## src/rtl/mdio_ctrl.sv

```systemverilog
// mdio_ctrl: arbitrates one clause22/45 mdio master between NUM_REQ clients
// and a built-in BMSR link poller. Clients hold a command until they get a
// one-cycle response; the poller owns the last round-robin slot.
module mdio_ctrl #(
   parameter int NUM_REQ     = 2,
   parameter int POLL_PERIOD = 1000000
) (
   input  logic                    clk,
   input  logic                    arst_n,
   input  logic [NUM_REQ-1:0]      req_valid,
   input  logic [NUM_REQ-1:0]      req_mode,
   input  logic [12*NUM_REQ-1:0]   req_conf,
   input  logic [16*NUM_REQ-1:0]   req_wdata,
   output logic [NUM_REQ-1:0]      resp_valid,
   output logic [15:0]             resp_rdata,
   output logic                    busy,
   input  logic                    poll_en,
   input  logic [4:0]              poll_phy,
   output logic                    link_up,
   output logic                    link_change,
   output logic                    mdio_start,
   output logic                    mdio_mode,
   output logic [11:0]             mdio_conf,
   output logic [15:0]             mdio_wdata,
   input  logic                    mdio_done,
   input  logic [15:0]             mdio_rdata
);

   localparam int PW = (NUM_REQ + 1 > 1) ? $clog2(NUM_REQ + 1) : 1;
   localparam int CW = $clog2(POLL_PERIOD);
   localparam logic [PW-1:0] POLL_SLOT = PW'(NUM_REQ);
   localparam logic [CW-1:0] CNT_LAST  = CW'(POLL_PERIOD - 1);

   typedef enum logic [1:0] {
      IDLE  = 2'd0,
      ISSUE = 2'd1,
      RESP  = 2'd2
   } state_t;

   state_t               state;
   state_t               next_state;
   logic [PW-1:0]        rr_ptr;
   logic [PW-1:0]        owner;
   logic [CW-1:0]        poll_cnt;
   logic                 poll_pending;
   logic                 done_sync1;
   logic                 done_sync2;
   logic                 done_prev;
   logic                 done_rise;
   logic [NUM_REQ:0]     cand;
   logic                 grant_found;
   logic [PW-1:0]        grant_idx;
   logic                 sel_mode;
   logic [11:0]          sel_conf;
   logic [15:0]          sel_wdata;
   logic [NUM_REQ-1:0]   resp_onehot;
   logic                 owner_is_poll;

   assign done_rise     = done_sync2 & ~done_prev;
   assign cand          = {poll_pending, req_valid};
   assign owner_is_poll = (owner == POLL_SLOT);

   // Bring the mdc-domain done level into clk and keep its previous value for edge detect.
   always_ff @(posedge clk or negedge arst_n) begin
      if (!arst_n) begin
         done_sync1 <= 1'b0;
         done_sync2 <= 1'b0;
         done_prev  <= 1'b0;
      end else begin
         done_sync1 <= mdio_done;
         done_sync2 <= done_sync1;
         done_prev  <= done_sync2;
      end
   end

   // Round-robin search: first candidate at or after rr_ptr, wrapping over NUM_REQ+1 slots.
   always_comb begin
      int pos;
      pos         = 0;
      grant_found = 1'b0;
      grant_idx   = '0;
      for (int k = 0; k <= NUM_REQ; k++) begin
         pos = int'(rr_ptr) + k;
         if (pos > NUM_REQ) begin
            pos = pos - (NUM_REQ + 1);
         end else begin
            pos = pos;
         end
         for (int j = 0; j <= NUM_REQ; j++) begin
            if (!grant_found && (pos == j) && cand[j]) begin
               grant_found = 1'b1;
               grant_idx   = PW'(j);
            end else begin
               grant_found = grant_found;
            end
         end
      end
   end

   // Command fields of the granted slot; the poll slot reads BMSR (reg 1) in clause22.
   always_comb begin
      sel_mode  = 1'b0;
      sel_conf  = {2'b10, poll_phy, 5'd1};
      sel_wdata = 16'h0000;
      for (int i = 0; i < NUM_REQ; i++) begin
         if (grant_idx == PW'(i)) begin
            sel_mode  = req_mode[i];
            sel_conf  = req_conf[12*i +: 12];
            sel_wdata = req_wdata[16*i +: 16];
         end else begin
            sel_mode  = sel_mode;
         end
      end
   end

   // One-hot response vector for the current client owner (all zero for the poller).
   always_comb begin
      resp_onehot = '0;
      for (int i = 0; i < NUM_REQ; i++) begin
         if (owner == PW'(i)) begin
            resp_onehot[i] = 1'b1;
         end else begin
            resp_onehot[i] = 1'b0;
         end
      end
   end

   // FSM state register.
   always_ff @(posedge clk or negedge arst_n) begin
      if (!arst_n) begin
         state <= IDLE;
      end else begin
         state <= next_state;
      end
   end

   // FSM next state: grant from IDLE, wait for done in ISSUE, single RESP cycle.
   always_comb begin
      next_state = state;
      case (state)
         IDLE: begin
            if (grant_found) begin
               next_state = ISSUE;
            end else begin
               next_state = IDLE;
            end
         end
         ISSUE: begin
            if (done_rise) begin
               next_state = RESP;
            end else begin
               next_state = ISSUE;
            end
         end
         RESP:    next_state = IDLE;
         default: next_state = IDLE;
      endcase
   end

   // Registered master interface, ownership, responses and link state.
   always_ff @(posedge clk or negedge arst_n) begin
      if (!arst_n) begin
         rr_ptr      <= '0;
         owner       <= '0;
         mdio_start  <= 1'b0;
         mdio_mode   <= 1'b0;
         mdio_conf   <= 12'h000;
         mdio_wdata  <= 16'h0000;
         busy        <= 1'b0;
         resp_valid  <= '0;
         resp_rdata  <= 16'h0000;
         link_up     <= 1'b0;
         link_change <= 1'b0;
      end else begin
         resp_valid  <= '0;
         resp_rdata  <= 16'h0000;
         link_change <= 1'b0;
         case (state)
            IDLE: begin
               if (grant_found) begin
                  owner      <= grant_idx;
                  mdio_start <= 1'b1;
                  mdio_mode  <= sel_mode;
                  mdio_conf  <= sel_conf;
                  mdio_wdata <= sel_wdata;
                  busy       <= 1'b1;
                  rr_ptr     <= (grant_idx == POLL_SLOT) ? '0 : grant_idx + PW'(1);
               end
            end
            ISSUE: begin
               if (done_rise) begin
                  mdio_start <= 1'b0;
                  if (owner_is_poll) begin
                     link_up     <= mdio_rdata[2];
                     link_change <= mdio_rdata[2] ^ link_up;
                  end else begin
                     resp_valid <= resp_onehot;
                     resp_rdata <= mdio_rdata;
                  end
               end
            end
            RESP: begin
               busy <= 1'b0;
            end
            default: begin
               busy <= 1'b0;
            end
         endcase
      end
   end

   // Poll timer: one pending poll at most; disabling clears timer and pending request.
   always_ff @(posedge clk or negedge arst_n) begin
      if (!arst_n) begin
         poll_cnt     <= '0;
         poll_pending <= 1'b0;
      end else if (!poll_en) begin
         poll_cnt     <= '0;
         poll_pending <= 1'b0;
      end else begin
         if (poll_cnt == CNT_LAST) begin
            poll_cnt <= '0;
         end else begin
            poll_cnt <= poll_cnt + CW'(1);
         end
         if ((state == RESP) && owner_is_poll) begin
            poll_pending <= 1'b0;
         end else if (poll_cnt == CNT_LAST) begin
            poll_pending <= 1'b1;
         end
      end
   end

endmodule

```

## config.mk

```make
export PLATFORM = sky130hd
export DESIGN_NAME = mdio_ctrl
export DESIGN_NICKNAME = d
export VERILOG_FILES = /design/src/rtl/mdio_ctrl.sv
export SDC_FILE = /design/constraint.sdc
export NUM_CORES = 1
export LEC_CHECK = 0
export ABC_AREA = 1
export CORE_MARGIN = 2
export CORE_UTILIZATION = 40
export DETAILED_ROUTE_END_ITERATION = 6
export HOLD_SLACK_MARGIN = 0.1
export PLACE_DENSITY = 0.75
export SLEW_MARGIN = 20
export SYNTH_ARGS = -nofsm -noshare
export SYNTH_HDL_FRONTEND = slang
export SYNTH_SLANG_ARGS = --single-unit
```

## constraint.sdc

```tcl
create_clock -name clk -period 1.9 [get_ports clk]
set_input_delay 0.57 -clock clk [delete_from_list [all_inputs] [get_ports clk]]
set_output_delay 0.57 -clock clk [all_outputs]
set_load 0.05 [all_outputs]
```

* Word level (Yosys, flattened, before mapping) *
Index checks and enable logic that the tools add are counted.

storage, ports and cells
  input port bits = 85
  register bits after elaboration = 81
  word-level logic and storage cells = 134
  output and inout port bits = 51

operators by class
  bitwise gates (word level) = 4
  equal/unequal tests = 16
  muxes and demuxes = 50
  order comparisons = 3
  reduce and logical (&&, ||, !) cells = 37
  add/subtract/negate cells = 7

operator list
  kind                   number
  $eq 32x2->1 const B    3
  $eq 32x3->1 const B    3
  $logic_not 32->1       3
  $mux 32                3
  $mux 16                5
  $mux 20                2
  $mux 12                2
  $mux 2                 12
  $mux 1                 23
  $add 20x1->20 const B  1
  $eq 20x20->1 const B   1
  $logic_and 1x1->1      18
  $logic_not 1->1        8
  $sub 3x2->4 const B    2
  $eq 2x1->1 const B     3
  $eq 2x2->1 const B     3
  $gt 3x2->1 const B     2
  $logic_not 2->1        3
  $reduce_and 3->1       2
  $ne 2x2->1 const B     2
  $pmux 1 s2             2
  $pmux 2 s2             1
  $reduce_and 2->1       2
  $add 2x1->3 const B    1
  other kinds (9)        10

* Depth between registers and ports, before layout *
Gate-level depths: netlist (run 1).

  depth in word-level cells = 40
  depth in mapped cells = 14

* Worst setup path before layout (run 1) *
Ideal clock, no wire load.

  kind = reg-to-reg
  from = register rr_ptr[0]
  to = register mdio_conf[0]
  clock period less this slack = 1.844 ns
  arrival = 1.725 ns
  slack = 0.056 ns
  stages on the path, launching flop included = 12
  cell sequence = dfrtp_1 inv_1 ha_1 o21ai_0 nand3_1 nor2_1 nand4_1 nand2_2 inv_1 buf_2 o21ai_1 nor2_1

on the way
  word-level cells in the longest chain between the ends = 40
  elaborated cells on any way between the ends = 67

RTL lines
  what                                       RTL line  text
  from (decl)                                42        logic [PW-1:0] rr_ptr;
  from (signal assigned)                     187       rr_ptr <= (grant_idx == POLL_SLOT) ? '0 : grant_idx + PW'(1);
  $sub 2x2->3 or $gt 2x2->1 (tied branches)  85, 84
  $mux 32                                    84        if (pos > NUM_REQ) begin
  $logic_not 32->1                           90        if (!grant_found && (pos == j) && cand[j]) begin
  $logic_and 1x1->1                          90
  $mux 1                                     90
  $logic_not 1->1                            90
  $logic_and 1x1->1 (2 in series)            90
  $mux 1                                     90
  (+20 left out)                             -
  $logic_not 1->1                            90
  $logic_and 1x1->1 (2 in series)            90
  $mux 1                                     90
  $logic_not 1->1                            90
  $logic_and 1x1->1 (2 in series)            90
  $mux 2                                     90
  $logic_not 2->1                            106       if (grant_idx == PW'(i)) begin
  $mux 12 (2 in series)                      106
  to (signal assigned)                       184       mdio_conf <= sel_conf;
  to (decl)                                  23        output logic [11:0] mdio_conf,

Parallel ways exist; a longest one is shown, timed or not.
A chain may end at the register's enable or synchronous reset.

* Final worst setup path (run 1) *
Ends and elaborated chain as after synthesis.

==> run metrics, run 1 <==
Die Ht ~100 µm; ant diodes 0; Mapped Area 3709 µm²; root buf cell clkbuf_8; sequential fraction of the synthesis area 0.5466; Yosys top cell area share 0.5466; first-pass GRT wire length between 15,000 and 20,000 µm; routed length per instance 14.27 µm; Die W 100.3 µm; EDFF count, synth 0; Top Ports 136; remaining antenna violation count 0; H-tree levels 3; failing checks negative setup slack; Final Setup Violations 35; area grow syn2layout 54.79%; # port buffers 135; total track usage 0.2038; Yosys cell types 32; Synth area leaders dfrtp_1 (55%), nand2_1 (14%), nor2_1 (6.4%); initial antenna violation count 0; cell count after synthesis 444; FP Rows 35; post-synthesis mux area share 0; Synth Warn # 0; crit-path cells inv_2 -> ha_4 -> o21ai_2 -> nand3_2 -> nor2_2 -> nand4_1 -> nand2_4 -> clkinvlp_4 -> o21ai_1 -> nor2_1; Post-Synth Simple-Gate Area 0.3188; Final nets around 700; HPWL after DPL 7346 µm; CP required 2140 ps; via/cell ratio 4.893; syn_area_per_cell 8.353 µm²; Clock power frac 0.160; Syn Nets between 500 and 600; fin cells 731; number of remaining DRC errors 0; maximum VDD drop 1.072 mV; top-count cell post-synth nand2_1; Synth Area in Adders 0.01012; first-pass detailed-route iteration total 4; vias in the first global route around 3,500; flops & latches, synth 81; sequential share of power 0.280; largest net degree at the start of global routing 32; period utilization 1.070; status finished with violations; Starting Density 0.4071; largest area contributor in the netlist dfrtp_1; Fmax slightly below 0.5 GHz; PD cells 1504 nW/µm²; min-delay worst type input port to async pin; max-cap viol count 0; worst skew pair latency between 300 and 400 ps; CP max stage cell dfrtp_1; CP max FO 8; crit path DAT 2270 ps; share of layout cells above drive strength 1 0.2339; CP Class flop to flop; sw power just under 4000 µW; setup ws final -132.6 ps; Critical R2R Launch rr_ptr[0]; Top FF cell, synth dfrtp_1; Fin. Hold Viols 0; Die ar. 10,060 µm²; GR Overflow Total 0; Area after DPL 5205 µm²; Starting DRT DRC Count 157; Setup TNS -3025 ps; Worst Setup SP rr_ptr[0]; main combinational cell family by area after synthesis simple AND/OR/NAND/NOR gates; Cell Int Power 4767 µW; Setup crit end kind flop; cell total after placement 700; Synth Area in XOR/XNOR 0.01889; Max-slew headroom 0.6943; CP Buf/Inv Count 2; post-layout minimum cycle time 2033 ps; slowest stage delay, CP 410 ps; CTS Sinks 81; Compound-Gate Fraction of Synth Area 0.04487; RD Place Congestion 0.8588; total CTS buffers 9; Finished Cell Area 5741 µm²; worst slew pin tran 457.4 ps; dpl ws -484.3 ps; combinational share of power 0.559; via count 3,577; Clock Path Buffers 2; switching share of power 0.4479; CTS Hold Bufs 0; Power Total 8635 µW; Slew Viols, Final 0; TritonCTS clock tree yes; CORE AREA 9109 µm²; Worst-path clk slew 90 ps; RSZ-0062 raised after global routing yes; asr flop ratio synth 1.000; final WL 10,430 µm; top cells by count, synth nand2_1 (134), dfrtp_1 (81), nor2_1 (63); cell family with the largest share of critical-path delay simple AND/OR/NAND/NOR gates; Layout fillers ~760; clock skew 8.750 ps; Critical Path Source Type flop; P_leak roughly 0.0028 µW
-- timing repair --
item,CTS,global route
gates resized for setup,16,34
pin swaps,7,13
endpoints found under the setup margin,34,42
cloned,2,1
setup buffers,7,6
-- power by group through the flow --
| stage | Clock, µW | Sequential [µW] | Combinational, µW |
|---|---|---|---|
| after floorplan | 0 | 3650 | 1460 |
| after CTS | 1410 | 2410 | 4530 |
| after global routing | 1500 | 2470 | 5180 |
| final | 1380 | 2420 | 4830 |
| after detailed placement | 0 | 2420 | 4090 |
| after global placement | 0 | 2420 | 4010 |
-- kinds of logic after synthesis --
logic type | Yosys count
and+or+nand+nor | 271
DFF | 81
buffers and inverters | 52
AOI/OAI and AO/OA | 29
xor gates and xnor gates | 8
adders and majority gates | 3
-- area by class of cell --
cell class                 instances  area [µm²]  area share
tap                              111       138.9     0.02419
timing repair buffer             170        1593      0.2775
sequential                        81        2027      0.3531
clock inverter                     7       95.09     0.01656
timing repair inverter             1       7.507    0.001308
inverter                          41       157.7     0.02746
clock buffer                       9       123.9     0.02158
multi-input combinational        311        1598      0.2783
-- placed cells by master, fill, tap and decap left out, drive strengths merged --
cell type / instances
o31ai: 1
xnor2: 3
nand2: 135
nand4: 14
clkinvlp: 3
bufinv: 2
xor2: 5
nor3b: 1
dfrtp: 81
clkbuf: 10
buf: 86
o21ai: 13
nor3: 11
nor4: 4
nor2: 68
clkinv: 5
ha: 3
a21oi: 12
dlygate4sd2: 1
inv: 39
or2: 2
o21bai: 1
a31oi: 1
o211a: 1
dlymetal6s2s: 1
nand3: 36
clkdlybuf4s50: 81
-- metal layers --
layer  up-vias  part of all wire  GRT usage
met5         -                 0          0
met4         0             0.017    0.06955
met3        19             0.044    0.04178
met2        96              0.53     0.3418
met1      1707              0.41     0.2641
li1       1755                 -          -
-- stage by stage --
stage               hold WS (ps)    util
floorplan                  274.4       -
global placement           333.8  0.5714
detailed placement         342.4  0.5714
CTS                        119.0  0.6115
global route               128.2  0.6302
finish                     119.6  0.6302
-- final timing paths --
| kind | slack, ps | cells past startpoint | endpoint |
|---|---|---|---|
| min | 120 | 1 | poll_cnt[0] |
| min reg2reg | 360 | 0 | done_sync2 |
| max reg2reg | -130 | 10 | mdio_conf[0] |
| min in group clk | 360 | 0 | done_sync2 |
| max in group asynchronous | 1210 | 2 | mdio_start |
| max | -130 | 10 | mdio_conf[0] |
-- worst register-to-register path: stages, from the launching register on --
cell	delay, ps
dfrtp_1	410
inv_2	90
ha_4	230
o21ai_2	150
nand3_2	90
nor2_2	110
nand4_1	190
nand2_4	240
clkinvlp_4	220
o21ai_1	160
nor2_1	50
-- sequential cells by signal, indices dropped and copies added, names as in the netlist, 2 cells and up --
register	flops
mdio_conf	12
resp_rdata	16
owner	2
state	2
mdio_wdata	16
rr_ptr	2
poll_cnt	20
resp_valid	2
(Power assumes the default switching activity.)
==> run 2, diff against run 1 <==
--- a/config.mk
+++ b/config.mk
@@ -8,9 +8,11 @@
 export ABC_AREA = 1
 export CORE_MARGIN = 2
 export CORE_UTILIZATION = 40
+export CTS_CLUSTER_DIAMETER = 120
 export DETAILED_ROUTE_END_ITERATION = 6
 export HOLD_SLACK_MARGIN = 0.1
 export PLACE_DENSITY = 0.75
+export SKIP_CTS_REPAIR_TIMING = 1
 export SLEW_MARGIN = 20
 export SYNTH_ARGS = -nofsm -noshare
 export SYNTH_HDL_FRONTEND = slang
==> run metrics, run 2 (synthesized netlist as in run 1, its figures left out) <==
setup ws final -207.2 ps; vias in the first global route 3,387; P_leak 0.002925 µW; Area after DPL between 5000 and 6000 µm²; CP Class flop to flop; Fin. Hold Viols 0; Top Ports roughly 140; Top reg by flops poll_cnt; r2r setup slk -210 ps; r2r worst-path depth 14; clock skew 7.733 ps; TritonCTS clock tree yes; Critical R2R Launch rr_ptr[0]; maximum VDD drop 1.216 mV; routed length per instance 15.27 µm; CTS Sinks 81; total CTS buffers 9; worst setup path end mdio_wdata[7]; Power Total between 9000 and 10,000 µW; via count 3,692; min-delay worst type input port to async pin; crit path DAT 2390 ps; failing checks negative setup slack; number of remaining DRC errors 0; PD cells 1565 nW/µm²; # port buffers 135; worst slew pin tran between 400 and 500 ps; max-cap viol count 0; period utilization 1.109; first-pass GRT wire length 15,610 µm; first-pass detailed-route iteration total 4; Die Ht 100.3 µm; H-tree levels 3; Starting DRT DRC Count 151; ant diodes 0; Setup TNS -5454 ps; Starting Density 0.4071; Finished Cell Area around 6000 µm²; HPWL after DPL between 7000 and 8000 µm; CP max FO 7; status finished with violations; Setup crit end kind flop; max reg flops 20; Worst Setup SP rr_ptr[0]; Critical Path Source Type flop; Die ar. 10,060 µm²; CP required approximately 2200 ps; GR Overflow Total 0; total track usage 0.1961; FP Rows 35; Worst-path clk slew 90 ps; footprint of the multi-input gates roughly 1700 µm²; final WL 11,240 µm; RD Place Congestion 0.8588; Die W 100.3 µm; CORE AREA 9109 µm²; Top Registers poll_cnt x20, mdio_wdata x16, resp_rdata x16; worst hold slack around 120 ps; Slew Viols, Final 0; Layout fillers 707; register area between 2000 and 2500 µm²; RSZ-0062 raised after global routing yes; worst skew pair latency 350 ps; Max-slew headroom 0.7007; most frequent cells in the layout nand2_1 (116), dfrtp_1 (81), clkdlybuf4s50_1 (81); root buf cell clkbuf_8; R2R Path End mdio_wdata[7]; largest net degree at the start of global routing 32; area grow syn2layout 61.88%; most common cell after layout, fill and taps aside nand2_1; remaining antenna violation count 0; dpl ws -484.3 ps; initial antenna violation count 0; post-layout minimum cycle time 2107 ps; Final nets 708; via/cell ratio 5.016; share of layout cells above drive strength 1 0.2816; Final Setup Violations 34; Fmax roughly 0.47 GHz; Clock Path Buffers 2
## run 2: changes by cell type in the layout (fill, tap and decap cells not counted), moves of 3 or more
cell / previous run / this run
buf_4: 76 / 70
nand2_1: 128 / 116
nand2_2: 2 / 14
o21ai_1: 4 / 1
buf_6: 4 / 7
clkbuf_16: 1 / 5
nand3_1: 32 / 20
nand3_2: 4 / 16
buf_12: 6 / 9
## run 2: metrics by stage
step                      std cells  utilization
after global routing            736       0.6591
final                           736       0.6591
after floorplan                 444            -
after global placement          700       0.5714
after CTS                       716       0.5955
after detailed placement        700       0.5714
## run 2: power breakdown
part           total (µW)  internal [µW]  switching, µW
logic                5590           2330           3260
registers            2430           2160            265
clock network        1390            740            646
## run 2: worst max-delay path, cell delays in order, from the launching register on
cell and delay (ps):
dfrtp_1 410, buf_6 130, ha_4 160, nand2_4 80, nand2_4 60, inv_2 50, nand3_2 80, nor2_2 130
nand4_1 200, nand2_4 190, buf_6 160, buf_12 120, clkbuf_16 140, nand2_1 70, nand3_2 80
## run 2: routing by layer
layer | track usage | wire, µm | vias up
met1 | 0.2536 | 4518 | 1781
met4 | 0.06955 | 195 | 0
met5 | 0 | 0 | -
met3 | 0.04248 | 640 | 20
met2 | 0.3263 | 5887 | 123
li1 | - | - | 1768
## run 2: worst min-delay path by stage
stage / from / to / slack, ps
final: arst_n / resp_rdata[2] / 120
after global routing: arst_n / resp_rdata[2] / 120
after CTS: arst_n / resp_rdata[2] / 120
after detailed placement: done_sync1 / done_sync2 / 340
after global placement: done_sync1 / done_sync2 / 330
after floorplan: arst_n / busy / 270
## run 2: cell type report
| cell class | count | share of cell area |
|---|---|---|
| clock buffer | 9 | 0.02063 |
| clock inverter | 7 | 0.01584 |
| inverter | 41 | 0.02668 |
| multi-input combinational | 311 | 0.2816 |
| sequential | 81 | 0.3376 |
| tap | 111 | 0.02313 |
| timing repair buffer | 175 | 0.2932 |
| timing repair inverter | 1 | 0.001251 |
